### src/rtl/mem_access_unit_pkg.sv
// Shared bus/opcode definitions for the memory access unit: FSM state
// encodings, mem_sel size codes and the alignment rule.
package mem_access_unit_pkg;

  typedef enum logic [1:0] {
    ST_IDLE   = 2'd0,
    ST_ACCESS = 2'd1,
    ST_DONE   = 2'd2,
    ST_ERROR  = 2'd3
  } state_t;

  localparam logic [3:0] SEL_NONE = 4'b0000;
  localparam logic [3:0] SEL_BYTE = 4'b0001;
  localparam logic [3:0] SEL_WORD = 4'b1111;

  // Bytes are always aligned; words must sit on a 4-byte boundary.
  function automatic logic is_aligned(input logic [3:0] sel, input logic [1:0] byte_off);
    return (sel == SEL_BYTE) || ((sel == SEL_WORD) && (byte_off == 2'b00));
  endfunction

endpackage

### src/rtl/mem_access_unit_load_align.sv
// Purely combinational load alignment: selects the addressed byte lane of a
// bus word and sign- or zero-extends it; words pass straight through.
module load_align (
  input  logic [31:0] rdata,
  input  logic [1:0]  byte_off,
  input  logic        is_byte,
  input  logic        sign_ext,
  output logic [31:0] data
);

  logic [7:0] lane;

  // NOTE: every output of a combinational block gets a default first, so no path can infer a latch.
  always_comb begin
    lane = rdata[{byte_off, 3'b000} +: 8];
    data = rdata;
    if (is_byte) begin
      data = {{24{sign_ext & lane[7]}}, lane};
    end
  end

endmodule

### src/rtl/mem_access_unit.sv
// Load/store unit between the pipeline and a ready-handshake RAM bus. Stalls
// the pipeline for the duration of each access and reports misaligned words
// and bus timeouts as a one-cycle addr_error pulse.
module mem_access_unit
  import mem_access_unit_pkg::*;
#(
  parameter int RAM_WAIT_MAX = 255
) (
  input  logic        clk,
  input  logic        rst,
  input  logic        mem_read_flag,
  input  logic        mem_write_flag,
  input  logic        mem_sign_ext_flag,
  input  logic [3:0]  mem_sel,
  input  logic [31:0] mem_write_data,
  input  logic [31:0] address,
  output logic        ram_en,
  output logic [3:0]  ram_write_en,
  output logic [31:0] ram_addr,
  output logic [31:0] ram_write_data,
  input  logic [31:0] ram_read_data,
  input  logic        ram_ready,
  output logic        stall_request,
  output logic [31:0] load_data,
  output logic        load_valid,
  output logic        addr_error
);

  localparam int CW = (RAM_WAIT_MAX < 2) ? 1 : $clog2(RAM_WAIT_MAX + 1);

  state_t        state, state_next;
  logic [CW-1:0] wait_cnt;

  // Request captured on entry to ACCESS so the bus stays stable while waiting.
  logic [31:0] req_addr;
  logic [31:0] req_wdata;
  logic [3:0]  req_we;
  logic        req_store;
  logic        req_byte;
  logic        req_sign;

  logic        request;
  logic        start_access;
  logic [31:0] aligned_data;

  assign request      = (mem_sel != SEL_NONE) && (mem_read_flag || mem_write_flag);
  assign start_access = (state == ST_IDLE) && request && is_aligned(mem_sel, address[1:0]);

  load_align u_load_align (
    .rdata    (ram_read_data),
    .byte_off (req_addr[1:0]),
    .is_byte  (req_byte),
    .sign_ext (req_sign),
    .data     (aligned_data)
  );

  // NOTE: sequential state uses non-blocking assignments only, so every register samples pre-edge values.
  always_ff @(posedge clk or negedge rst) begin
    if (!rst) begin
      state     <= ST_IDLE;
      wait_cnt  <= '0;
      load_data <= '0;
      // NOTE: the captured request is reset too; it is only a handful of flops, not a memory array.
      req_addr  <= '0;
      req_wdata <= '0;
      req_we    <= '0;
      req_store <= 1'b0;
      req_byte  <= 1'b0;
      req_sign  <= 1'b0;
    end else begin
      state <= state_next;

      if ((state == ST_ACCESS) && !ram_ready) wait_cnt <= wait_cnt + 1'b1;
      else                                    wait_cnt <= '0;

      if (start_access) begin
        req_addr  <= address;
        req_store <= mem_write_flag;
        req_byte  <= (mem_sel == SEL_BYTE);
        req_sign  <= mem_sign_ext_flag;
        if (!mem_write_flag) begin
          req_we    <= 4'b0000;
          req_wdata <= '0;
        end else if (mem_sel == SEL_BYTE) begin
          req_we    <= 4'b0001 << address[1:0];
          req_wdata <= {4{mem_write_data[7:0]}};
        end else begin
          req_we    <= 4'b1111;
          req_wdata <= mem_write_data;
        end
      end

      if ((state == ST_ACCESS) && ram_ready && !req_store) load_data <= aligned_data;
    end
  end

  always_comb begin
    state_next     = state;
    ram_en         = 1'b0;
    ram_write_en   = 4'b0000;
    ram_addr       = '0;
    ram_write_data = '0;
    stall_request  = 1'b0;
    load_valid     = 1'b0;
    addr_error     = 1'b0;
    unique case (state)
      ST_IDLE: begin
        stall_request = request;
        if (request) state_next = is_aligned(mem_sel, address[1:0]) ? ST_ACCESS : ST_ERROR;
      end
      ST_ACCESS: begin
        ram_en         = 1'b1;
        stall_request  = 1'b1;
        ram_addr       = {req_addr[31:2], 2'b00};
        ram_write_en   = req_we;
        ram_write_data = req_wdata;
        if (ram_ready)                                state_next = ST_DONE;
        else if (wait_cnt == CW'(RAM_WAIT_MAX - 1)) state_next = ST_ERROR;
      end
      // The request still visible in DONE is the stale instruction; ignore it.
      ST_DONE: begin
        load_valid = !req_store;
        state_next = ST_IDLE;
      end
      ST_ERROR: begin
        addr_error = 1'b1;
        state_next = ST_IDLE;
      end
      default: state_next = ST_IDLE;
    endcase
  end

endmodule

### config.mk
export PLATFORM = sky130hd
export DESIGN_NAME = mem_access_unit
export DESIGN_NICKNAME = d
export VERILOG_FILES = /design/src/rtl/mem_access_unit_pkg.sv /design/src/rtl/mem_access_unit_load_align.sv /design/src/rtl/mem_access_unit.sv
export SDC_FILE = /design/constraint.sdc
export NUM_CORES = 1
export LEC_CHECK = 0
export BUFFER_PORTS_ARGS = -buffer_cell sky130_fd_sc_hd__buf_2
export CORE_MARGIN = 1.5
export CORE_UTILIZATION = 55
export DETAILED_ROUTE_END_ITERATION = 6
export PLACE_DENSITY = 0.95
export SLEW_MARGIN = 0
export SYNTH_ARGS = -nofsm -noshare
export SYNTH_HDL_FRONTEND = slang
export SYNTH_HIERARCHICAL = 1
export SYNTH_SLANG_ARGS = --single-unit
### constraint.sdc
create_clock -name clk -period 4.4 [get_ports clk]
set_input_delay 0.88 -clock clk [delete_from_list [all_inputs] [get_ports clk]]
set_output_delay 0.88 -clock clk [all_outputs]
set_load 0.05 [all_outputs]
==> results of run 1 <==
sequential cells by signal (all words and copies together) (netlist names):
| name | flops |
|---|---|
| load_data | 32 |
| req_addr | 32 |
| req_wdata | 32 |
| wait_cnt | 8 |
| req_we | 4 |
| state | 2 |
| req_byte | 1 |
| req_sign | 1 |
| req_store | 1 |
final timing paths:
| check | end | cells past startpoint |
|---|---|---|
| max | ram_addr[26] | 3 |
| min | req_addr[10] | 1 |
| max reg2reg | req_wdata[30] | 4 |
| min reg2reg | wait_cnt[0] | 1 |
| max in group asynchronous | req_addr[6] | 2 |
| min in group clk | wait_cnt[0] | 1 |
routing by layer:
layer,share of wire [%],vias up,track usage (%)
met5,0,-,0
met4,1.8,0,9.647
met3,6.8,21,5.928
met2,49,187,43.17
met1,42,2279,31.95
li1,-,2261,-
report_power, final:
group | switching, uW | internal, uW | leakage, uW
Sequential | 393 | 1500 | 0.00143
Clock | 497 | 1020 | 0.000310
Combinational | 1770 | 979 | 0.00235
Total | 2660 | 3500 | 0.00409
cell usage in the layout (no fill, tap or decap), types with 3 or more instances in the layout:
cell,Yosys,routed
buf_2,7,206
dfrtp_1,113,112
mux2_4,58,58
and2_1,56,56
nand2_1,45,45
inv_1,40,40
mux2_2,39,39
o21ai_2,20,20
clkbuf_16,0,17
o21ai_0,16,16
a21boi_0,16,16
nor3_1,13,13
mux2i_1,13,13
a21oi_1,11,11
nor2_1,10,10
o22ai_1,9,9
a21boi_1,9,9
nand3b_1,7,7
nand3_1,6,6
bufinv_16,0,5
buf_4,3,5
nor3b_1,3,3
clkinvlp_4,0,3
per-stage QoR:
step / setup slack [ns] / hold slack [ns] / cell area (um^2)
final: 1.151 / 0.4961 / 7889
after global routing: 0.9549 / 0.5139 / 7889
after floorplan: 1.509 / 0.4546 / 6277
after CTS: 1.106 / 0.4909 / 7889
after detailed placement: 1.302 / 0.4835 / 7237
after global placement: 1.364 / 0.4652 / 7237
cell families after synthesis:
| logic type | synth area share (%) |
|---|---|
| buffers and inverters | 7.439 |
| XOR/XNOR | 0.5585 |
| flip-flops | 45.07 |
| adder cells (fa/ha/maj) | 0.3988 |
| multiplexers | 23.14 |
| AND/OR/NAND/NOR | 13.24 |
| AO/OA/AOI/OAI | 10.09 |
| other | 0.05978 |
final cells by class:
class | instances | area, um^2
clock buffers | 19 | 442.9
clock inverters | 13 | 209.0
fillers | 781 | 3094
inverters | 40 | 150.1
multi-input cells | 360 | 2994
flip-flops and latches | 113 | 2829
well taps | 140 | 175.2
repair buffers | 212 | 1089
==> results.sh, run 1 <==
export IMPL_viasPerCell=5.293
export IMPL_gp_congestion=0.8167
export IMPL_cts_clk_slew_worst_paths_ns=0.06
export IMPL_status="completed"
export IMPL_hold_buffers=0
export IMPL_rsz0062_at_grt="false"
export IMPL_grt_pass1_wl_um=23570
export IMPL_syn_area_um2=6274
export IMPL_drive_above_1_share_pct=48.48
export IMPL_slew_viol_final=0
export IMPL_synthMostInstantiatedCell="dfrtp_1"
export IMPL_hold_viol=0
export IMPL_startpoint="state[1]"
export IMPL_power_density_nw_per_um2=781.1
export IMPL_required_ns=3.52
export IMPL_wire_per_inst_um=16.82
export IMPL_synthTopCellsByArea="dfrtp_1 45%, mux2_4 14%, mux2_2 7.0%"
export IMPL_clk_latency_ns=0.40
export IMPL_wl_um=15090
export IMPL_htreeDepth=4
export IMPL_overflow=0
export IMPL_yosysTopAreaCell="dfrtp_1"
export IMPL_num_nets_final=852
export IMPL_cts_tree="yes"
export IMPL_antenna_found_initial=0
export IMPL_post_cts_buffers=0
export IMPL_drt_pre_antenna_iters=5
export IMPL_setup_viol=0
export IMPL_report_power_total_uw=6162
export IMPL_start_kind="flop"
export IMPL_syn_avg_cell_area_um2=11.34
export IMPL_portBuffers=207
export IMPL_die_area_um2=12060
export IMPL_grt_max_degree=59
export IMPL_dp_cells=865
export IMPL_hold_path_class="input port to async pin"
export IMPL_final_antenna_net_count=0
export IMPL_synth_top_area_share_pct=45.07
export IMPL_post_route_util_pct=71.83
export IMPL_synth_cells=553
export IMPL_n_antenna_cell=0
export IMPL_maxCapViolCount=0
export IMPL_drc=0
export IMPL_cts_buffer_depth=2
export IMPL_dp_hpwl_um=10670
export IMPL_ys_warn_count=6
export IMPL_min_period_over_period_pct=73.84
export IMPL_critical_path_buf_inv_count=1
export IMPL_rrSetupSlack_ns=1.70
export IMPL_synth_cell_types=45
export IMPL_clock_sinks=113
export IMPL_leakage_uw=0.004092
export IMPL_grt_pass1_vias=4795
export IMPL_netlist_top_cells_count="113 x dfrtp_1, 58 x mux2_4, 56 x and2_1"
export IMPL_path_cells="nor2b_4, and2_1, buf_2"
export IMPL_cts_buffers=17
export IMPL_synth_seq_area_share_pct=45.07
export IMPL_clockRootBuffer="clkbuf_16"
export IMPL_drtIter0Drc=210
export IMPL_design_core_area_um2=10980
export IMPL_endpoint_kind="primary output"
export IMPL_post_cts_resized=0
export IMPL_path_max_fanout=58
export IMPL_stdcell_count=897
export IMPL_ys_flop_type="dfrtp_1"
export IMPL_worst_path_max_delay_cell="nor2b_4"
export IMPL_fmax_mhz=307.8
export IMPL_synth_seq_cells=113
export IMPL_critPathArrivalTime_ns=2.37
export IMPL_vias=4748
export IMPL_tightest_slew_ns=0.9731
export IMPL_tns_ns=0
export IMPL_synthArstFlopShare_pct=100.0
export IMPL_die_x_um=109.8
export IMPL_rows=38
export IMPL_path_delay_family="simple AND/OR/NAND/NOR gates"
export IMPL_slew_limit_headroom_pct=35.13
export IMPL_peakVddDrop_mv=0.5163
export IMPL_crit_type="flop to primary output"
export IMPL_ioPinCount=210
export IMPL_synth_edf_count=0
export IMPL_fin_worst_skew_ns=0.008252
export IMPL_die_y_um=109.8
export IMPL_regToRegStartpoint="state[1]"
export IMPL_gr_usage_all_layers_pct=25.61
export IMPL_fin_crit_ns=3.249
export IMPL_max_stage_delay_ns=0.83
export IMPL_area_growth_pct=25.75
export IMPL_initial_utilization_pct=57.12
Power figures use the tool's default switching activity.
==> inputs of run 2 (changes only) <==
--- a/config.mk
+++ b/config.mk
@@ -7,9 +7,9 @@
 export LEC_CHECK = 0
 export BUFFER_PORTS_ARGS = -buffer_cell sky130_fd_sc_hd__buf_2
 export CORE_MARGIN = 1.5
-export CORE_UTILIZATION = 55
+export CORE_UTILIZATION = 51
 export DETAILED_ROUTE_END_ITERATION = 6
-export PLACE_DENSITY = 0.95
+export PLACE_DENSITY = 0.9
 export SLEW_MARGIN = 0
 export SYNTH_ARGS = -nofsm -noshare
 export SYNTH_HDL_FRONTEND = slang
==> constraint.sdc (replaced) <==
create_clock -name clk -period 3.3 [get_ports clk]
set_input_delay 0.66 -clock clk [delete_from_list [all_inputs] [get_ports clk]]
set_output_delay 0.66 -clock clk [all_outputs]
set_load 0.05 [all_outputs]
==> results.sh, run 2 (synthesis results as in run 1) <==
export IMPL_die_x_um=113.9
export IMPL_hold_viol=0
export IMPL_portBuffers=207
export IMPL_setup_viol=0
export IMPL_peakVddDrop_mv=0.4430
export IMPL_dp_hpwl_um=10400
export IMPL_hold_path_class="input port to async pin"
export IMPL_ioPinCount=210
export IMPL_post_cts_resized=0
export IMPL_hold_buffers=0
export IMPL_endpoint_kind="primary output"
export IMPL_crit_cells=4
export IMPL_maxCapViolCount=0
export IMPL_grt_pass1_wl_um=23360
export IMPL_worst_path_max_delay_cell="dfrtp_1"
export IMPL_max_stage_delay_ns=0.59
export IMPL_layout_common_cells="206 x buf_2, 112 x dfrtp_1, 58 x mux2_4"
export IMPL_die_y_um=113.9
export IMPL_clk_latency_ns=0.40
export IMPL_tightest_slew_ns=0.9608
export IMPL_cts_tree="yes"
export IMPL_final_antenna_net_count=0
export IMPL_leakage_uw=0.004104
export IMPL_critPathCapture="ram_addr[18]"
export IMPL_postLayoutSetupSlackWorst_ns=0.5429
export IMPL_wl_um=14760
export IMPL_slew_limit_headroom_pct=35.95
export IMPL_vias=4774
export IMPL_num_nets_final=855
export IMPL_fmax_mhz=362.7
export IMPL_drt_pre_antenna_iters=4
export IMPL_cts_buffer_depth=2
export IMPL_design_core_area_um2=12010
export IMPL_drtIter0Drc=295
export IMPL_required_ns=2.64
export IMPL_fin_crit_ns=2.757
export IMPL_rows=40
export IMPL_cts_buffers=17
export IMPL_rsz0062_at_grt="false"
export IMPL_fin_worst_skew_ns=0.01074
export IMPL_drive_above_1_share_pct=48.55
export IMPL_final_common_cell="buf_2"
export IMPL_initial_utilization_pct=52.23
export IMPL_path_delay_family="buffers and inverters"
export IMPL_slew_viol_final=0
export IMPL_cts_clk_slew_worst_paths_ns=0.05
export IMPL_gp_congestion=0.8034
export IMPL_startpoint="state[1]"
export IMPL_tns_ns=0
export IMPL_path_max_fanout=58
export IMPL_r2r_end="load_data[7]"
export IMPL_report_power_total_uw=8097
export IMPL_htreeDepth=4
export IMPL_clock_sinks=113
export IMPL_drc=0
export IMPL_die_area_um2=12980
export IMPL_crit_type="flop to primary output"
export IMPL_nFillCells=937
export IMPL_clockRootBuffer="clkbuf_16"
export IMPL_status="completed"
export IMPL_overflow=0
export IMPL_rrSetupSlack_ns=0.98
export IMPL_viasPerCell=5.264
export IMPL_rr_worst_depth=5
export IMPL_post_cts_buffers=0
export IMPL_critPathArrivalTime_ns=2.10
export IMPL_area_growth_pct=25.95
export IMPL_timing_hold_ws_ns=0.2112
export IMPL_n_antenna_cell=0
export IMPL_gr_usage_all_layers_pct=23.13
export IMPL_grt_pass1_vias=4605
export IMPL_min_period_over_period_pct=83.55
export IMPL_place_ws_ns=0.8601
export IMPL_grt_max_degree=59
export IMPL_path_cells="nor2b_4, buf_4, and2_1, buf_2"
export IMPL_critical_path_buf_inv_count=2
export IMPL_reg_largest_list="load_data x32, req_addr x32, req_wdata x32"
export IMPL_antenna_found_initial=0
export IMPL_wire_per_inst_um=16.27
export IMPL_power_density_nw_per_um2=1025
export IMPL_regToRegStartpoint="state[1]"
export IMPL_start_kind="flop"
[run 2: final cells by class]
cell class              count  area (um^2)  share of cell area, %
multi-input cells         360         2994                  37.89
well taps                 147        183.9                  2.328
inverters                  40        150.1                  1.900
flip-flops and latches    113         2829                  35.80
clock inverters            11        160.2                  2.027
repair buffers            215         1124                  14.22
clock buffers              21        460.4                  5.827
[run 2: how the worst min path moves through the flow]
| stage | startpoint | endpoint | depth (start not counted) |
|---|---|---|---|
| finish | rst | req_addr[11] | 1 |
| global route | rst | req_addr[11] | 1 |
| CTS | rst | req_addr[11] | 1 |
| detailed placement | req_wdata[10] | req_wdata[10] | 1 |
| global placement | load_data[5] | load_data[5] | 1 |
| floorplan | rst | load_data[0] | 0 |
[run 2: metal layers]
metal | GRT usage, % | share of wire, %
met1 | 30.02 | 43
met2 | 38.27 | 49
met3 | 5.632 | 6.6
met4 | 7.500 | 1.2
met5 | 0 | 0
[run 2: stage by stage]
stage / area [um^2] / cells / util (%)
finish: 7901 / 907 / 65.78
global placement: 7281 / 875 / 60.61
global route: 7901 / 907 / 65.78
detailed placement: 7281 / 875 / 60.61
CTS: 7901 / 907 / 65.78
floorplan: 6277 / 554 / -
[run 2: power by group]
part           switching (uW)  internal, uW
Clock                     610          1290
Sequential                472          2000
Combinational            2400          1320
[run 2: worst reg2reg max path, stage by stage (launching register included)]
cell and delay (ns):
dfrtp_1 0.59, nor2b_4 0.18, buf_4 0.41, and3b_1 0.24, buf_4 0.38, mux2_2 0.41
